**src/rtl/pixel_stream_buffer.sv**
```systemverilog
// First-word-fall-through pixel FIFO with a line column tracker that flags
// the last pixel of each image line on the output side.
module pixel_stream_buffer #(
  parameter int DATA_WIDTH = 24,
  parameter int DEPTH      = 16,
  parameter int LINE_WIDTH = 640
) (
  input  logic                    Clock,
  input  logic                    Reset,
  input  logic                    Clear,
  input  logic [DATA_WIDTH-1:0]   InData,
  input  logic                    InValid,
  output logic                    InReady,
  output logic [DATA_WIDTH-1:0]   OutData,
  output logic                    OutValid,
  input  logic                    OutReady,
  output logic                    OutLast,
  output logic [$clog2(DEPTH):0]  Count
);

  localparam int AW   = $clog2(DEPTH);
  localparam int CW   = AW + 1;
  localparam int COLW = (LINE_WIDTH > 1) ? $clog2(LINE_WIDTH) : 1;
  localparam logic [CW-1:0]   FULL     = CW'(DEPTH);
  localparam logic [COLW-1:0] COL_LAST = COLW'(LINE_WIDTH - 1);

  logic [DATA_WIDTH-1:0] mem [DEPTH];
  logic [AW-1:0]         wr_ptr;
  logic [AW-1:0]         rd_ptr;
  logic [CW-1:0]         count;
  logic [COLW-1:0]       col;
  logic                  wr;
  logic                  rd;

  // Handshake flags come from count only, so OutReady never reaches InReady.
  assign InReady  = (count < FULL);
  assign OutValid = (count != '0);
  assign wr       = InValid && InReady;
  assign rd       = OutValid && OutReady;
  assign OutData  = mem[rd_ptr];
  assign OutLast  = OutValid && (col == COL_LAST);
  assign Count    = count;

  always_ff @(posedge Clock) begin
    if (wr && !Clear && !Reset)
      mem[wr_ptr] <= InData;
  end

  // Pointers wrap naturally because DEPTH is a power of two.
  always_ff @(posedge Clock) begin
    if (Reset || Clear) begin
      wr_ptr <= '0;
      rd_ptr <= '0;
      count  <= '0;
      col    <= '0;
    end else begin
      if (wr)
        wr_ptr <= wr_ptr + AW'(1);
      if (rd) begin
        rd_ptr <= rd_ptr + AW'(1);
        col    <= (col == COL_LAST) ? '0 : col + COLW'(1);
      end
      case ({wr, rd})
        2'b10:   count <= count + CW'(1);
        2'b01:   count <= count - CW'(1);
        default: count <= count;
      endcase
    end
  end

endmodule

```
**config.mk**
```make
export PLATFORM = sky130hd
export DESIGN_NAME = pixel_stream_buffer
export DESIGN_NICKNAME = d
export VERILOG_FILES = /design/src/rtl/pixel_stream_buffer.sv
export SDC_FILE = /design/constraint.sdc
export NUM_CORES = 1
export LEC_CHECK = 0
export ABC_AREA = 1
export CAP_MARGIN = 20
export CORE_UTILIZATION = 47
export CTS_CLUSTER_DIAMETER = 80
export CTS_CLUSTER_SIZE = 16
export DETAILED_ROUTE_END_ITERATION = 8
export DONT_BUFFER_PORTS = 1
export GPL_ROUTABILITY_DRIVEN = 0
export GPL_TIMING_DRIVEN = 0
export PLACE_DENSITY = 0.61
export SLEW_MARGIN = 10
export SYNTH_ARGS = -nofsm -noshare
export SYNTH_HDL_FRONTEND = slang
export SYNTH_SLANG_ARGS = --single-unit
```
**constraint.sdc**
```tcl
create_clock -name Clock -period 5.2 [get_ports Clock]
set_input_delay 1.04 -clock Clock [delete_from_list [all_inputs] [get_ports Clock]]
set_output_delay 1.04 -clock Clock [all_outputs]
set_load 0.01 [all_outputs]
```
### After elaboration in Yosys (flattened, before gate mapping)

Memory sizes are Yosys's and may differ from the RTL's. A register that Yosys moved wholly into a read port is not among the register bits.
Cells that the tools add are included.

* bits in registers: 23
* latch bits: 0
* bits in writable memories: 384
* bits in read-only memories: 0
* input bits: 29
* logic and storage cells: 30
* memories kept: 1

Memories
* mem: words 16, width 24, read ports 1, clocked after Yosys merged registers in 1, write ports 1, RTL line 27 `logic [DATA_WIDTH-1:0] mem [DEPTH];`

* add/sub/neg operators: 5
* multipliers: 0
* div/mod/pow operators: 0
* order comparisons: 1
* eq/ne operators: 3
* shifts and indexed selects: 0
* muxes and demuxes: 6
* bitwise logic cells: 0
* reduce and logical (&&, ||, !) cells: 10

Operators by type and width (number)
* adder 10 x 1 -> 10 bit, second input constant: 1
* == test 10 bit, second input constant: 1
* two-way mux 10 bit: 1
* one-hot mux 5 bit (2 select lines): 1
* adder 4 x 1 -> 4 bit, second input constant: 2
* two-way mux 4 bit: 2
* adder 5 x 1 -> 5 bit, second input constant: 1
* logical AND 1 bit: 5
* < comparator 5 bit, second input constant: 1
* nonzero test 5 bit: 1
* subtractor 5 x 1 -> 5 bit, second input constant: 1
* == test 2 x 1 -> 1 bit, second input constant: 1
* == test 2 bit, second input constant: 1
* logical NOT 1 bit: 2
* two-way mux 1 bit: 2
* nonzero test 2 bit: 1
* logical OR 1 bit: 1

### Longest topological paths before layout

Gate-level depths: netlist (run 1).

* depth after elaboration: 6
* gate-level depth with buffers: 16
* depth with buffers taken out: 15

### Least setup slack after synthesis (run 1)

No wires, ideal clock.

* kind: in2reg
* start: input port Clear
* end: memory mem[11][0] (enable)
* library setup time: 0.466 ns
* arrival time: 3.920 ns
* data required time: 4.734 ns
* slack: 0.814 ns
* cell stages on the path: 4
* path buffers: 1
* cell sequence: nor2_1 inv_1 clkbuf_1 nor4_1

* word-level cells in the longest chain between the ends: 5

RTL lines
* from (decl): RTL line 10 `input logic Clear,`
* logical NOT 1 bit: RTL line 45 `if (wr && !Clear && !Reset)`
* logical AND 1 bit (2 in a row): RTL line 45
* two-way mux 1 bit: RTL line 45
* two-way mux 1 bit (not written as such): RTL line 46 `mem[wr_ptr] <= InData;`
* to (decl): RTL line 27

Every way passes these cells.

==> results of run 1 <==
-- power by group through the flow --
stage / logic, mW / registers [mW] / clock network (mW)
floorplan: 0.394 / 3.72 / 0
global placement: 0.559 / 3.72 / 0
detailed placement: 0.576 / 3.72 / 0
CTS: 0.578 / 3.65 / 2.20
global route: 0.633 / 3.65 / 2.29
finish: 0.578 / 3.65 / 2.18
-- final cells by class --
| class | instances | share of cell area |
|---|---|---|
| Clock inverter | 2 | 0.001342 |
| Sequential cell | 411 | 0.6475 |
| Timing Repair Buffer | 20 | 0.02081 |
| Multi-Input combinational cell | 600 | 0.2072 |
| Inverter | 127 | 0.02557 |
| Clock buffer | 42 | 0.04383 |
| Tap cell | 455 | 0.03054 |
| Buffer | 71 | 0.02322 |
-- sequential cells by signal, summed over array words and instances, names as in the netlist, named ones only --
signal / flops
mem: 384
rd_ptr: 4
col: 10
Count: 5
wr_ptr: 4
-- path summary, 6_finish.rpt --
kind                      end  startpoint  depth (start not counted)
setup / recovery   OutData[3]   flip-flop                          5
hold / removal      rd_ptr[2]   rd_ptr[2]                          2
setup reg to reg  mem[11][19]    Count[4]                          8
hold reg to reg     rd_ptr[2]   rd_ptr[2]                          2
-- critical path, stage by stage, from the launching register on --
cell and delay (ps):
dfxtp_1 370, clkbuf_1 570, clkbuf_1 840, o211ai_1 240, o211ai_1 160, nand2_1 170
-- logic make-up after synthesis --
group / count (synthesis) / share of synthesized area
simple gates: 152 / 0.04047
fa+ha+maj: 9 / 0.006733
mux: 96 / 0.05745
xor+xnor: 8 / 0.004190
flops: 411 / 0.7218
buf+inv: 198 / 0.05439
compound gates: 335 / 0.1150
-- metrics by stage --
stage / util / area (um2)
final: 0.5357 / 18640
after global routing: 0.5357 / 18640
after CTS: 0.5357 / 18640
after detailed placement: 0.5115 / 17800
after global placement: 0.4970 / 17290
after floorplan: - / 16720
-- layout by cell type (no fill, tap or decap), types with 7 or more instances in the layout --
master,count
nor2_1,27
mux2i_1,96
o211ai_1,96
buf_12,9
clkbuf_1,44
nor2_4,16
dfxtp_1,27
nand2_1,52
nand3_1,40
o21ai_1,7
buf_1,7
inv_1,126
clkbuf_16,31
edfxtp_1,384
o21ai_0,123
a21oi_1,106
buf_6,12
buf_16,7
ha_1,9
buf_2,13
-- per-layer routing --
| metal | vias to the layer above | GRT usage | part of all wire |
|---|---|---|---|
| met5 | - | 0 | 0 |
| met4 | 0 | 0.08062 | 0.032 |
| met3 | 91 | 0.04417 | 0.080 |
| met2 | 424 | 0.4073 | 0.47 |
| met1 | 5094 | 0.3495 | 0.42 |
| li1 | 4567 | - | - |
==> metrics.yaml, run 1 <==
finalWorstSetupSlack_ps: 1232
vdd_ir_drop_max_uv: 305.0
ctsResizeCount: 0
multiInputGateArea_mm2: 0.003862
tritoncts.num_buffers: 30
hold_path.class: "reg -> reg"
tns_ps: 0
syn_area_per_cell_um2: 13.83
die_w_um: 190.6
hpwl_um: 28560
gr-total-overflow: 0
relSlewSlack: 0.3040
synthTopCellsByArea: "edfxtp_1, mux2i_1, o211ai_1, o21ai_0, dfxtp_1"
critPathKind: "reg -> out"
r2r_slack_ps: 2660
synth_common_cells: "edfxtp_1, inv_1, o21ai_0, a21oi_1"
cts_num_sinks: 411
area_growth_pct: 11.47
antenna_left: 0
n_antenna_cell: 0
wl_um: 45150
p_leak_nw: 6.016
outcome: "complete, no violations"
syn_area_mm2: 0.01672
num_rows: 68
cts_tree: "done"
portBuffers: 0
vias: 10180
p_clk_frac: 0.340
synth_top_area_frac: 0.6895
grt_util_all_layers: 0.2530
antenna_found_initial: 0
synth_cell_types: 35
ff_latch_area_mm2: 0.01207
post_drt_wl_per_cell_um: 26.13
maxCapViolCount: 0
p_int_mw: 4.906
yosys.area.top_type: "edfxtp_1"
postSynthCellCount: 1209
die_height_um: 190.6
final_cells: 1728
drcViolationCount: 0
fill_cells: 2852
slew_violations: 0
cp.arrival_ps: 2930
tightestPinTransition_ps: 1044
async_reset_ff_frac: 0
start_kind: "flip-flop"
ys_seq_area_frac: 0.7218
vias_per_cell: 5.889
fin_nets: 1299
cts.clk_slew.worst_paths_ps: 70
switching_power_mw: 1.494
layout_min_cycle_time_ps: 3968
pin_count: 61
drive_above_1_share: 0.08484
hold_slack_ps: 482.1
h-tree-depth: 1
dieArea_mm2: 0.03634
p_sw_frac: 0.2335
drt-initial-drc-count: 975
start_util: 0.4806
skew_ps: 18.44
synth_edf_count: 384
pre_cts_ws_ps: 1854
syn-num-nets: 1247
cts_hold_buf: 0
dp.cells: 1684
grt_pass1_wl_um: 65380
clock_latency_ps: 570
rsz0062_at_grt: "no"
cp-end-kind: "primary output"
cts_post_setup_buffers_inserted: 0
synthMostInstantiatedCell: "edfxtp_1"
p_comb_frac: 0.090
clock-root-buffer: "clkbuf_16"
synthFlopType: "edfxtp_1"
hold_violations: 0
crit_fanout: 10
fin_crit_sh: 0.7632
core-area_mm2: 0.03480
drtPass1Iterations: 5
cts_max_path_buffers: 3
clock.fmax_mhz: 252.0
setup_viol: 0
grt_max_degree: 23
grt_pass1_vias: 9899
power.density_mw_per_mm2: 343.3
required_ps: 4160
yosys_warnings: 0
power_frac_seq: 0.570
ys_ff_latch: 411
finalPower_mw: 6.400
Note: power is estimated with default switching activity, not from simulation.
==> run 2, diff against run 1 <==
Settings changed: PLACE_DENSITY 0.61 to 0.63.
Clock period 5.2 ns to 3.3 ns, I/O delays scaled along.
==> run 2 against run 1 <==
Against the previous run:
- cell count down 0.23%
- register-to-register slack worse by 2000 ps
- sequential power up 58%
- combinational power up 57%
- global-route usage down 0.44 points
- design area about the same
- critical path depth up 2
- wire length down 0.44%
- total power up 55%
- clock power up 50%
- flip-flop and latch count unchanged
- clock-buffer cell count down 2
- critical endpoint is now OutData[7]
- highest routed layer unchanged
==> metrics.yaml, run 2 (synthesis gave the netlist of run 1 again) <==
clock_latency_ps: 560  # about the same
cp-end-kind: "primary output"
design_area_mm2: 0.01863  # about the same
cts_max_path_buffers: 3  # unchanged
tritoncts.num_buffers: 29  # -3.3%
pre_cts_ws_ps: 201.2  # -1652 ps
dieArea_mm2: 0.03634  # unchanged
crit_path_end: "OutData[7]"
area_growth_pct: 11.42  # about the same
p_leak_nw: 6.023  # +0.12%
antenna_left: 0  # unchanged
antenna_found_initial: 0  # unchanged
hold_slack_ps: 186.5  # -295.6 ps
regMostFlops: "mem"
tightestPinTransition_ps: 1114  # +69.97 ps
hold_path.class: "in -> reg"
clock.fmax_mhz: 313.0
maxCapViolCount: 0  # unchanged
n_antenna_cell: 0  # unchanged
relSlewSlack: 0.2573  # -0.04665
vias: 10230  # +0.55%
post_drt_wl_per_cell_um: 26.07  # -0.21%
dp.cells: 1682  # -0.12%
final_cell_mix: "edfxtp_1, inv_1, o21ai_0"
reg2regPathDepth: 8  # unchanged
cts_post_setup_buffers_inserted: 0  # unchanged
pin_count: 61  # unchanged
reg2reg_to: "mem[11][10]"
drcViolationCount: 0  # unchanged
portBuffers: 0  # unchanged
drt-initial-drc-count: 1073  # +10%
setup_viol: 0  # unchanged
wl_um: 44950  # -0.44%
largest_reg_flops: 384  # unchanged
path_buf_inv: 4  # +2
cts.clk_slew.worst_paths_ps: 70  # about the same
vias_per_cell: 5.935  # +0.78%
cp.arrival_ps: 2530  # -400 ps
crit_chain: "buf_2, clkinv_1, buf_2, clkbuf_1, o211ai_1, nand3_1, nand2_1"
placed_area_mm2: 0.01785  # +0.25%
final_common_cell: "edfxtp_1"
h-tree-depth: 1  # unchanged
outcome: "complete, no violations"
grt_pass1_wl_um: 64170  # -1.8%
power.density_mw_per_mm2: 532.0  # +55%
finalWorstSetupSlack_ps: 105.6  # -1126 ps
clock-root-buffer: "clkbuf_16"
cp_top_family: "buffers and inverters"
grt_max_degree: 21  # -8.7%
rsz0062_at_grt: "no"
drive_above_1_share: 0.08905  # +0.004208
cp_slowest_cell: "clkbuf_1"
vdd_ir_drop_max_uv: 511.0  # +68%
hold_violations: 0  # unchanged
final_cells: 1724  # -0.23%
critPathKind: "reg -> out"
r2r_slack_ps: 620  # -2040 ps
slew_violations: 0  # unchanged
slowest_delay_ps: 540  # -300 ps
required_ps: 2640  # -1520 ps
drtPass1Iterations: 5  # unchanged
cts_num_sinks: 411  # unchanged
cp.depth: 7  # +2
gr-total-overflow: 0  # unchanged
start_kind: "flip-flop"
grt_util_all_layers: 0.2486  # -0.004409
grt_pass1_vias: 9671  # -2.3%
cts_tree: "done"
core-area_mm2: 0.03480  # unchanged
die_height_um: 190.6  # unchanged
fin_crit_sh: 0.9680
fin_nets: 1296  # -0.23%
start_util: 0.4806  # unchanged
num_rows: 68  # unchanged
skew_ps: 17.41  # -1.029 ps
rr_startpoint: "Count[4]"
hpwl_um: 28830  # +0.92%
layout_min_cycle_time_ps: 3194
die_w_um: 190.6  # unchanged
crit_fanout: 10  # unchanged
cpMostUsedCell: "buf_2"
run 2: changes by cell type in the layout (fill, tap and decap cells not counted), moves of 2 or more:
cell	change
buf_16	+4
buf_8	+2
clkbuf_2	+9
buf_4	-4
buf_1	-2
clkbuf_1	-8
clkbuf_16	-2
buf_12	-4
run 2: power by group:
group | switching (mW) | leakage (nW) | internal (mW) | total [mW]
Combinational | 0.612 | 1.97 | 0.298 | 0.910
Clock | 1.66 | 0.376 | 1.60 | 3.26
Sequential | 0.0250 | 3.67 | 5.72 | 5.75
run 2: what timing repair did:
item                                   4_1_cts  5_1_grt
gates resized for setup                      6        7
setup endpoints to repair                   22       11
hold buffers                                 0        0
endpoints found under the hold margin        0        0
cloned                                       0        0
run 2: how the worst min path moves through the flow:
stage	startpoint	to	slack [ps]	depth (start not counted)
6_report	InData[20]	mem[9][20]	190	0
5_1_grt	InData[8]	mem[0][8]	170	0
4_1_cts	InData[23]	mem[9][23]	180	0
3_5_place_dp	rd_ptr[2]	flip-flop	470	2
3_3_place_gp	rd_ptr[2]	rd_ptr[2]	470	2
2_1_floorplan	rd_ptr[2]	flip-flop	460	2
run 2: metal layers:
layer / global-route usage / share of wire / vias to the layer above
li1: - / - / 4562
met5: 0 / 0 / -
met1: 0.3427 / 0.41 / 5105
met3: 0.04030 / 0.091 / 83
met2: 0.4046 / 0.47 / 482
met4: 0.07600 / 0.029 / 0
run 2: stage by stage:
step / setup TNS [ps] / total power, mW / util
6_report: 0 / 9.914 / 0.5355
3_3_place_gp: -405870 / 6.744 / 0.4972
4_1_cts: 0 / 9.937 / 0.5353
2_1_floorplan: 0 / 6.478 / -
3_5_place_dp: 0 / 6.771 / 0.5128
5_1_grt: 0 / 10.19 / 0.5355
run 2: cell type report:
class	instances	area [um2]
fillers	2798	16160
flip-flops and latches	411	12070
multi-input cells	600	3871
clock buffers	40	767.0
well taps	455	569.3
inverters	127	476.7
plain buffers	71	445.4
repair buffers	18	424.2
clock inverters	2	8.758
==> run 3, diff against run 2 <==
Settings changed: CORE_ASPECT_RATIO set to 1.5.
==> run 3 against run 2 <==
Against the previous run:
- the run now ends with setup timing left
- clock power grew 4%
- die area is essentially flat
- worst hold slack worse by 16 ps
- clock-buffer cell count grew 12
- clock skew decreased by 2.5 ps
- first-iteration DRC count is 8.6% lower
- largest cell class unchanged
==> metrics.yaml, run 3 (synthesis gave the netlist of run 1 again) <==
drt-initial-drc-count: 981  # -8.6%
drtPass1Iterations: 5  # unchanged
gr-total-overflow: 0  # unchanged
hpwl_um: 30420  # +5.5%
cp-end-kind: "primary output"
ff_latch_area_mm2: 0.01207  # unchanged
die_w_um: 156.0  # -18%
skew_ps: 14.96  # -2.455 ps
grt_use_met3: 0.03278  # -0.007521
layout_min_cycle_time_ps: 3306  # +111.3 ps
start_util: 0.4764  # -0.004180
grt_pass1_vias: 10350  # +7.1%
area_growth_pct: 11.66
critPathKind: "reg -> out"
post_drt_wl_per_cell_um: 26.44  # +1.4%
largest_reg_flops: 384  # unchanged
power.density_mw_per_mm2: 538.2  # +1.2%
drive_above_1_share: 0.08906  # about the same
grt_max_degree: 20  # -4.8%
multiInputGateArea_mm2: 0.003871  # unchanged
final_common_cell: "edfxtp_1"
tns_ps: -5.646  # -5.646 ps
antenna_found_initial: 0  # unchanged
clock_latency_ps: 580  # +20 ps
p_leak_nw: 6.023  # about the same
vdd_ir_drop_max_uv: 360.9  # -29%
tightestPinTransition_ps: 1137  # +22.80 ps
num_rows: 84  # +24%
cpMostUsedCell: "clkbuf_1"
hold_violations: 0  # unchanged
pin_count: 61  # unchanged
fill_cells: 2929  # +4.7%
clock.fmax_mhz: 302.5  # -3.4%
pre_cts_ws_ps: 226.1  # +24.82 ps
portBuffers: 0  # unchanged
maxCapViolCount: 0  # unchanged
violations: "setup timing"
required_ps: 2640  # about the same
core-area_mm2: 0.03510  # +0.88%
path_buf_inv: 3  # -1
crit_chain: "clkbuf_1, inv_1, clkbuf_1, nand3_1, nand2_1"
vias_per_cell: 5.876  # -0.99%
busiest_layer: "met2"
finalWorstSetupSlack_ps: -5.646  # -111.3 ps
cts_hold_buf: 0  # unchanged
slew_violations: 0  # unchanged
dieArea_mm2: 0.03636  # about the same
n_antenna_cell: 0  # unchanged
cp_slowest_cell: "clkbuf_1"
grt_pass1_wl_um: 67230  # +4.8%
grt_util_all_layers: 0.2622  # +0.01364
clock-root-buffer: "clkbuf_16"
wl_um: 46360  # +3.1%
outcome: "complete, but fails checks"
setup_viol: 1  # +1
cts_num_sinks: 411  # unchanged
relSlewSlack: 0.2421  # -0.01520
grt_use_met2: 0.4619  # +0.05730
start_kind: "flip-flop"
crit_fanout: 10  # unchanged
slowest_delay_ps: 730  # +190 ps
rsz0062_at_grt: "no"
vias: 10300  # +0.67%
cp.arrival_ps: 2650  # +120 ps
regMostFlops: "mem"
fin_crit_sh: 1.002  # +0.03371
hold_path.class: "in -> reg"
gr-usage-met1: 0.3116  # -0.03110
drcViolationCount: 0  # unchanged
die_height_um: 233.0  # +22%
final_cell_mix: "edfxtp_1, inv_1, o21ai_0"
antenna_left: 0  # unchanged
cp_top_family: "buffers and inverters"
cts_tree: "done"
cts_max_path_buffers: 3  # unchanged
cts.clk_slew.worst_paths_ps: 80  # about the same
tritoncts.num_buffers: 29  # unchanged
fin_nets: 1296  # unchanged
h-tree-depth: 1  # unchanged
-- run 3: per-layer routing --
metal	share of wire	wire, um	vias up
li1	-	-	4555
met1	0.37	17050	5159
met2	0.51	23820	447
met3	0.064	2976	140
met4	0.054	2502	0
met5	0	0	-
-- run 3: metrics by stage --
step	cell area, um2	power, mW	hold WS, ps	util	std cells
after floorplan	16730	6.478	456.6	-	1209
after global placement	17320	6.747	469.7	0.4935	1682
after detailed placement	17840	6.777	490.1	0.5083	1700
after CTS	18670	10.07	157.1	0.5318	1753
after global routing	18670	10.31	163.7	0.5320	1753
final	18670	10.05	170.4	0.5320	1753
-- run 3: worst paths after layout --
path	slack, ps	end	cells past startpoint	start
max	-6	OutData[5]	5	flip-flop
min	170	mem[12][1]	0	InData[1]
max reg2reg	740	mem[11][12]	7	Count[4]
min reg2reg	500	rd_ptr[2]	2	rd_ptr[2]
-- run 3: worst register-to-register path, delay by kind of cell, from the launching register on --
kind / cells / cell delay [ps]
buf+inv: 4 / 760
simple gates: 3 / 1120
flops: 1 / 380
-- run 3: cell type report --
cell class              count  share of cell area
plain buffers              71             0.02392
flip-flops and latches    411              0.6464
repair buffers             18             0.02131
clock buffers              52             0.04348
multi-input cells         600              0.2073
well taps                 473             0.03169
inverters                 127             0.02553
clock inverters             1           0.0003350
-- run 3: power breakdown --
part | internal (mW) | switching (mW)
Combinational | 0.300 | 0.618
Clock | 1.66 | 1.73
Sequential | 5.72 | 0.0257
-- run 3: what timing repair did --
action | CTS | global route
resized for setup | 6 | 11
endpoints found under the setup margin | 21 | 12
pin swaps | 0 | 0
gates cloned | 0 | 0
setup buffers | 0 | 0
